[src/rtl/rob_pkg.sv]
// Shared reorder-buffer types and sizing, also used by the reservation
// stations and the map table.
package rob_pkg;

   localparam int XLEN      = 32;
   localparam int ROB_SIZE  = 8;
   localparam int ROB_TAG_W = $clog2(ROB_SIZE);
   localparam int ROB_CNT_W = ROB_TAG_W + 1;

   typedef logic [ROB_TAG_W-1:0] rob_tag_t;
   typedef logic [ROB_CNT_W-1:0] rob_cnt_t;

   typedef struct packed {
      logic            valid;
      logic            ready;
      logic            has_dest;
      logic            is_branch;
      logic            mispredict;
      logic [4:0]      dest;
      logic [XLEN-1:0] value;
   } rob_entry_t;

endpackage

[src/rtl/reorder_buffer.sv]
// Circular in-order retirement buffer. Entries are allocated at the tail on
// dispatch, filled from the CDB, and retired one per cycle from the head
// straight into the architectural register file write port.
module reorder_buffer
   import rob_pkg::*;
(
   input  logic            clk,
   input  logic            reset,
   input  logic            dispatch_en,
   input  logic [4:0]      dispatch_dest_reg,
   input  logic            dispatch_has_dest,
   input  logic            dispatch_is_branch,
   output rob_tag_t        dispatch_tag,
   output logic            rob_full,
   output logic            rob_empty,
   input  logic            cdb_valid,
   input  rob_tag_t        cdb_tag,
   input  logic [XLEN-1:0] cdb_value,
   input  logic            cdb_mispredict,
   input  rob_tag_t        rd_tag1,
   input  rob_tag_t        rd_tag2,
   output logic            rd_ready1,
   output logic            rd_ready2,
   output logic [XLEN-1:0] rd_value1,
   output logic [XLEN-1:0] rd_value2,
   output logic [4:0]      reg_addr,
   output logic [XLEN-1:0] wr_data,
   output logic            wr_en,
   output logic            commit_valid,
   output logic            flush
);

   localparam rob_cnt_t FULL_COUNT = rob_cnt_t'(ROB_SIZE);

   rob_entry_t entries   [ROB_SIZE];
   rob_entry_t entries_n [ROB_SIZE];
   rob_tag_t   head, head_n;
   rob_tag_t   tail, tail_n;
   rob_cnt_t   count, count_n;
   logic       dispatch_accept;
   rob_entry_t head_entry;

   assign head_entry   = entries[head];
   assign dispatch_tag = tail;
   assign rob_full     = (count == FULL_COUNT);
   assign rob_empty    = (count == '0);

   // Commit port: everything is derived from registered state only.
   assign commit_valid = head_entry.valid & head_entry.ready;
   assign flush        = commit_valid & head_entry.mispredict;
   assign wr_en        = commit_valid & head_entry.has_dest & (head_entry.dest != 5'd0);
   assign reg_addr     = head_entry.dest;
   assign wr_data      = head_entry.value;

   // Full is judged on the registered count, so a full buffer drops a
   // dispatch even when the head retires in the same cycle.
   assign dispatch_accept = dispatch_en & ~rob_full & ~flush;

   // Operand lookup for dispatching instructions; no CDB bypass here.
   assign rd_ready1 = entries[rd_tag1].valid & entries[rd_tag1].ready;
   assign rd_ready2 = entries[rd_tag2].valid & entries[rd_tag2].ready;
   assign rd_value1 = rd_ready1 ? entries[rd_tag1].value : '0;
   assign rd_value2 = rd_ready2 ? entries[rd_tag2].value : '0;

   // Next-state: flush wins over everything, otherwise apply CDB, commit, dispatch.
   always_comb begin
      // NOTE: every signal gets a default first so no path leaves a latch.
      entries_n = entries;
      head_n    = head;
      tail_n    = tail;
      count_n   = count;

      if (flush) begin
         for (int i = 0; i < ROB_SIZE; i++) begin
            entries_n[i].valid = 1'b0;
            entries_n[i].ready = 1'b0;
         end
         head_n  = '0;
         tail_n  = '0;
         count_n = '0;
      end else begin
         if (cdb_valid && entries[cdb_tag].valid) begin
            entries_n[cdb_tag].value      = cdb_value;
            entries_n[cdb_tag].ready      = 1'b1;
            entries_n[cdb_tag].mispredict = cdb_mispredict & entries[cdb_tag].is_branch;
         end
         if (commit_valid) begin
            entries_n[head].valid = 1'b0;
            head_n                = head + rob_tag_t'(1);
         end
         if (dispatch_accept) begin
            entries_n[tail].valid      = 1'b1;
            entries_n[tail].ready      = 1'b0;
            entries_n[tail].has_dest   = dispatch_has_dest;
            entries_n[tail].is_branch  = dispatch_is_branch;
            entries_n[tail].mispredict = 1'b0;
            entries_n[tail].dest       = dispatch_dest_reg;
            tail_n                     = tail + rob_tag_t'(1);
         end
         count_n = count + rob_cnt_t'(dispatch_accept) - rob_cnt_t'(commit_valid);
      end
   end

   // State register with synchronous active-low reset.
   always_ff @(posedge clk) begin
      // NOTE: sequential state uses non-blocking assignments only.
      if (!reset) begin
         // NOTE: only the valid/ready bits are reset; payload fields are
         // don't-care while invalid, so they need no reset.
         for (int i = 0; i < ROB_SIZE; i++) begin
            entries[i].valid <= 1'b0;
            entries[i].ready <= 1'b0;
         end
         head  <= '0;
         tail  <= '0;
         count <= '0;
      end else begin
         entries <= entries_n;
         head    <= head_n;
         tail    <= tail_n;
         count   <= count_n;
      end
   end

endmodule

[config.mk]
export PLATFORM = sky130hd
export DESIGN_NAME = reorder_buffer
export DESIGN_NICKNAME = d
export VERILOG_FILES = /design/src/rtl/rob_pkg.sv /design/src/rtl/reorder_buffer.sv
export SDC_FILE = /design/constraint.sdc
export NUM_CORES = 1
export LEC_CHECK = 0
export ABC_AREA = 0
export CORE_MARGIN = 5
export CORE_UTILIZATION = 45
export CTS_CLUSTER_DIAMETER = 120
export DETAILED_ROUTE_END_ITERATION = 6
export SETUP_SLACK_MARGIN = 0.15
export SYNTH_ARGS = -nofsm -noshare
export SYNTH_HDL_FRONTEND = slang
export SYNTH_SLANG_ARGS = --single-unit
[constraint.sdc]
create_clock -name clk -period 8.5 [get_ports clk]
set_input_delay 0.85 -clock clk [delete_from_list [all_inputs] [get_ports clk]]
set_output_delay 0.85 -clock clk [all_outputs]
set_load 0.05 [all_outputs]
==> reports/results.txt <==
For this run, the post-layout net count is 1266. The worst IR drop on VDD is 0.129 mV. Net switching is 22.9% of the power. The worst register-to-register path has a depth of 7. Summed over all nets, the switching power comes to 882 µW.

The aggregate routed wire length is 48300 µm, and the routability congestion estimate from global placement is 0.775. From left edge to right edge, the die measures 212 µm. The tools report the violation count after the first detailed-route iteration as 669. At the worst endpoint, the required time is 7650 ps.

Number of filler instances in the final layout: 3280. The number of nets handed over by synthesis was 1123. The post-detailed-route via-to-cell ratio was 6.07. The routed wire length per instance is 27.4 µm, and the floorplan core area is 0.0406 mm².

The headroom to the max-slew limit came out at 26.7%. For this design, the slowest cell found on the critical path is sky130_fd_sc_hd__dfxtp_4. Averaged over all synthesized cells, the footprint is 17.3 µm².

Final hold analysis gives a worst-case slack of 528 ps. Registers are responsible for 49.4% of the overall power. Grouping stages by cell kind, the critical path spends the most delay in buffers and inverters. The first-pass GRT wire length is 73200 µm, and the final worst-path setup slack is 3380 ps. The run finished with clean final reports.

The logs give 0.0205 mm² for the post-place instance area and 3790 ps for the placement-stage worst setup slack. Counting I/O delays and the setup requirement, the final critical path takes 5120 ps. The logs give 0 for the number of max-slew violations in the final report and 10695 for the via count. Port buffering added 163 buffers. The clock transition time at the flip-flop clock pins of the worst setup and hold paths came out at 60 ps. Entering global routing, the biggest net connects 53 pins.

The number of global-route vias before repair is 11420. Counting every instance in the synthesized netlist gives 1061. For the count of cell types in the netlist, the log shows 51. TritonCTS built the clock tree.

Total routing usage reported by global routing: 21.8%. The run gives 0 as the number of maximum-capacitance constraint violations. In this run the worst hold path is classified as reg2reg. In the finished design, the share of the clock period the worst path needs comes to 60.2%. Relative to the synthesized area, the layout overhead comes to 17.9%. The top-level port count is 164, and the initial standard-cell utilization of the core is 45.2%.

The count of flip-flops with a built-in enable after synthesis was 320. The logs give 2 for the number of antenna violations at the first check in global routing and 0 for the remaining number of nets flagged by the antenna check after routing. The number of standard-cell rows in the floorplan is 74, and the die height is 212 µm. In this run the number of cells on the critical path is 6.

In this run the clock root is driven by a sky130_fd_sc_hd__clkbuf_16. The post-CTS resize count was 0. For this run, the top clock speed supported by timing is 195 MHz. The clock buffer count from CTS was 39. Worst clock skew: 19.1 ps. The sort of element at the start of the critical path was a flip-flop.

The power density relative to cell area was 177 mW/mm²; the instance count along the most critical hold path was 2. Setup repair after global routing left no endpoint under its margin. The flip-flop cell with the highest count after synthesis is sky130_fd_sc_hd__edfxtp_1.

Sequential elements use 55.1% of the synthesized area. By area the synthesized netlist is led by sky130_fd_sc_hd__edfxtp_1 (52%), sky130_fd_sc_hd__mux4_2 (26%), sky130_fd_sc_hd__mux2i_1 (3.9%), sky130_fd_sc_hd__dfxtp_1 (2.8%), sky130_fd_sc_hd__mux2_2 (2.4%). Yosys printed 0 warnings. Combinational cells account for 10.1% of the total power. The worst setup path is of the reg2out kind.

For this design, the CTS-stage hold fixing added 0 buffers. For this run, the slowest stage of the critical path takes 810 ps. The critical path goes through buf_4 > mux4_2 > mux2i_1 > nor3_1 > o41a_1 > clkdlybuf4s50_1.

The run gives 0 ps as the final setup TNS. The internal power of the cells totals 2960 µW. The floorplan step defined a die boundary enclosing 0.0450 mm².

For this run, asynchronously set or reset flops after synthesis account for 0%. The static power due to leakage is 0.00692 µW, and the count of buffering cells on the critical path with inverters included is 2. At the pin with the least slew margin, the transition time is 1100 ps. After legalization and detailed placement, the total HPWL measured 29100 µm. The later pin in the worst-skew pair is clocked with a latency of 540 ps. The synthesized design contains 346 register bits. Summed over its instances, the top area cell type makes up 52.3% of the synthesized netlist area. The maximum fanout along the worst path works out to 48. The finished cells cover 0.0217 mm².

The tools report the number of setup buffers added after CTS as 0. In this run the number of H-tree levels came out at 2. Part of the total power dissipated in the clock network: 40.6%.

For the worst setup path, the data arrival time is 4270 ps. Setup violations remaining at the end of the flow were counted as 0. The run gives 346 as the number of sinks handled by clock tree synthesis. Of the cells placed in the final design, the portion with a size suffix greater than 1 is 28.3%. The number of hold violations in the final report is 0. The run gives 3 as the maximum buffer depth of the clock tree. The cell type contributing the most total cell area after synthesis is sky130_fd_sc_hd__edfxtp_1.

STA classifies the critical path endpoint as an output pin. Length of the first detailed-routing pass in iterations: 5. For the remaining global-route overflow, the log shows 0.

The logs give 0.0184 mm² for the netlist area before placement and 0 for the count of unresolved DRC violations after routing.
## metal layers
layer / up-vias / wire length [µm] / GRT usage [%]
li1: 4665 / - / -
met1: 5639 / 20000 / 29.6
met2: 317 / 24900 / 37.8
met3: 72 / 2400 / 2.79
met4: 2 / 1010 / 5.31
met5: - / 20 / 0
## placed cells by master, fill, tap and decap left out, types with 6 or more instances in the layout
cell type                         instances
sky130_fd_sc_hd__nand2_1                 26
sky130_fd_sc_hd__mux2i_1                 72
sky130_fd_sc_hd__mux2_2                  39
sky130_fd_sc_hd__and2_1                  67
sky130_fd_sc_hd__dfxtp_1                 23
sky130_fd_sc_hd__mux4_1                   6
sky130_fd_sc_hd__mux4_2                 209
sky130_fd_sc_hd__o31ai_1                  8
sky130_fd_sc_hd__clkdlybuf4s50_1        157
sky130_fd_sc_hd__nor2b_1                  7
sky130_fd_sc_hd__clkinv_1                 8
sky130_fd_sc_hd__o21ai_0                  6
sky130_fd_sc_hd__nand4_1                  6
sky130_fd_sc_hd__edfxtp_1               320
sky130_fd_sc_hd__nand3_1                 10
sky130_fd_sc_hd__inv_1                   11
sky130_fd_sc_hd__clkbuf_1                10
sky130_fd_sc_hd__ha_1                     8
sky130_fd_sc_hd__buf_4                   21
sky130_fd_sc_hd__a31oi_4                  8
sky130_fd_sc_hd__nand4b_1                 6
sky130_fd_sc_hd__a21oi_1                 16
sky130_fd_sc_hd__nor2_1                  81
sky130_fd_sc_hd__clkbuf_16               39
sky130_fd_sc_hd__nor2_4                   8
## final cells by class
class	instances	area (µm²)	area share [%]
Tap cell	532	666	3.07
Multi-Input combinational cell	622	7910	36.5
Timing Repair Buffer	182	1750	8.07
Clock buffer	51	1040	4.80
Antenna cell	1	2.50	0.0115
Inverter	13	48.8	0.225
Clock inverter	15	123	0.566
Sequential cell	346	10100	46.8
## kinds of logic after synthesis
family                     count (synthesis)  synth area share (%)
DFF                                      346                  55.1
muxes                                    328                  32.9
and+or+nand+nor                          229                  6.40
buffers and inverters                     93                  2.24
AOI/OAI and AO/OA                         52                  2.50
adders and majority gates                  9                 0.653
xor gates and xnor gates                   4                 0.191
## state kept, by name, indices dropped and copies added (netlist names)
register / count
count: 4
dispatch_tag: 3
entries: 336
head: 3
## final timing paths
path / from / end / slack, ps
max: head[2] / wr_en / 3380
min: entries[209] / entries[209] / 530
max reg2reg: head[1] / entries[291] / 4080
min reg2reg: entries[209] / entries[209] / 530
## power by group through the flow
stage               clock network (µW)  registers, µW  logic (µW)
floorplan                            0           1940         257
global placement                     0           1930         389
detailed placement                   0           1930         391
CTS                               1590           1900         393
global route                      1670           1900         418
finish                            1560           1900         388
## tightest hold or removal path, cell delays in order, from the launching register on
cell,delay (ps)
sky130_fd_sc_hd__dfxtp_1,340
sky130_fd_sc_hd__o31ai_1,80
sky130_fd_sc_hd__a21oi_1,60
## synthesized netlist by cell type (all sizes together), types with 10 or more instances
master	n
and2	67
clkbuf	33
inv	12
mux2i	72
nand2	26
nand3	10
mux2	41
nor2	89
buf	47
mux4	215
edfxtp	320
dfxtp	26
a31oi	10
a21oi	16
## per-stage QoR
stage / utilization, % / cells / power [µW]
global placement: 50.5 / 1695 / 2320
finish: 53.3 / 1762 / 3850
detailed placement: 50.5 / 1695 / 2320
CTS: 53.3 / 1761 / 3880
floorplan: - / 1061 / 2190
global route: 53.3 / 1762 / 3990
Power figures use the tool's default switching activity.
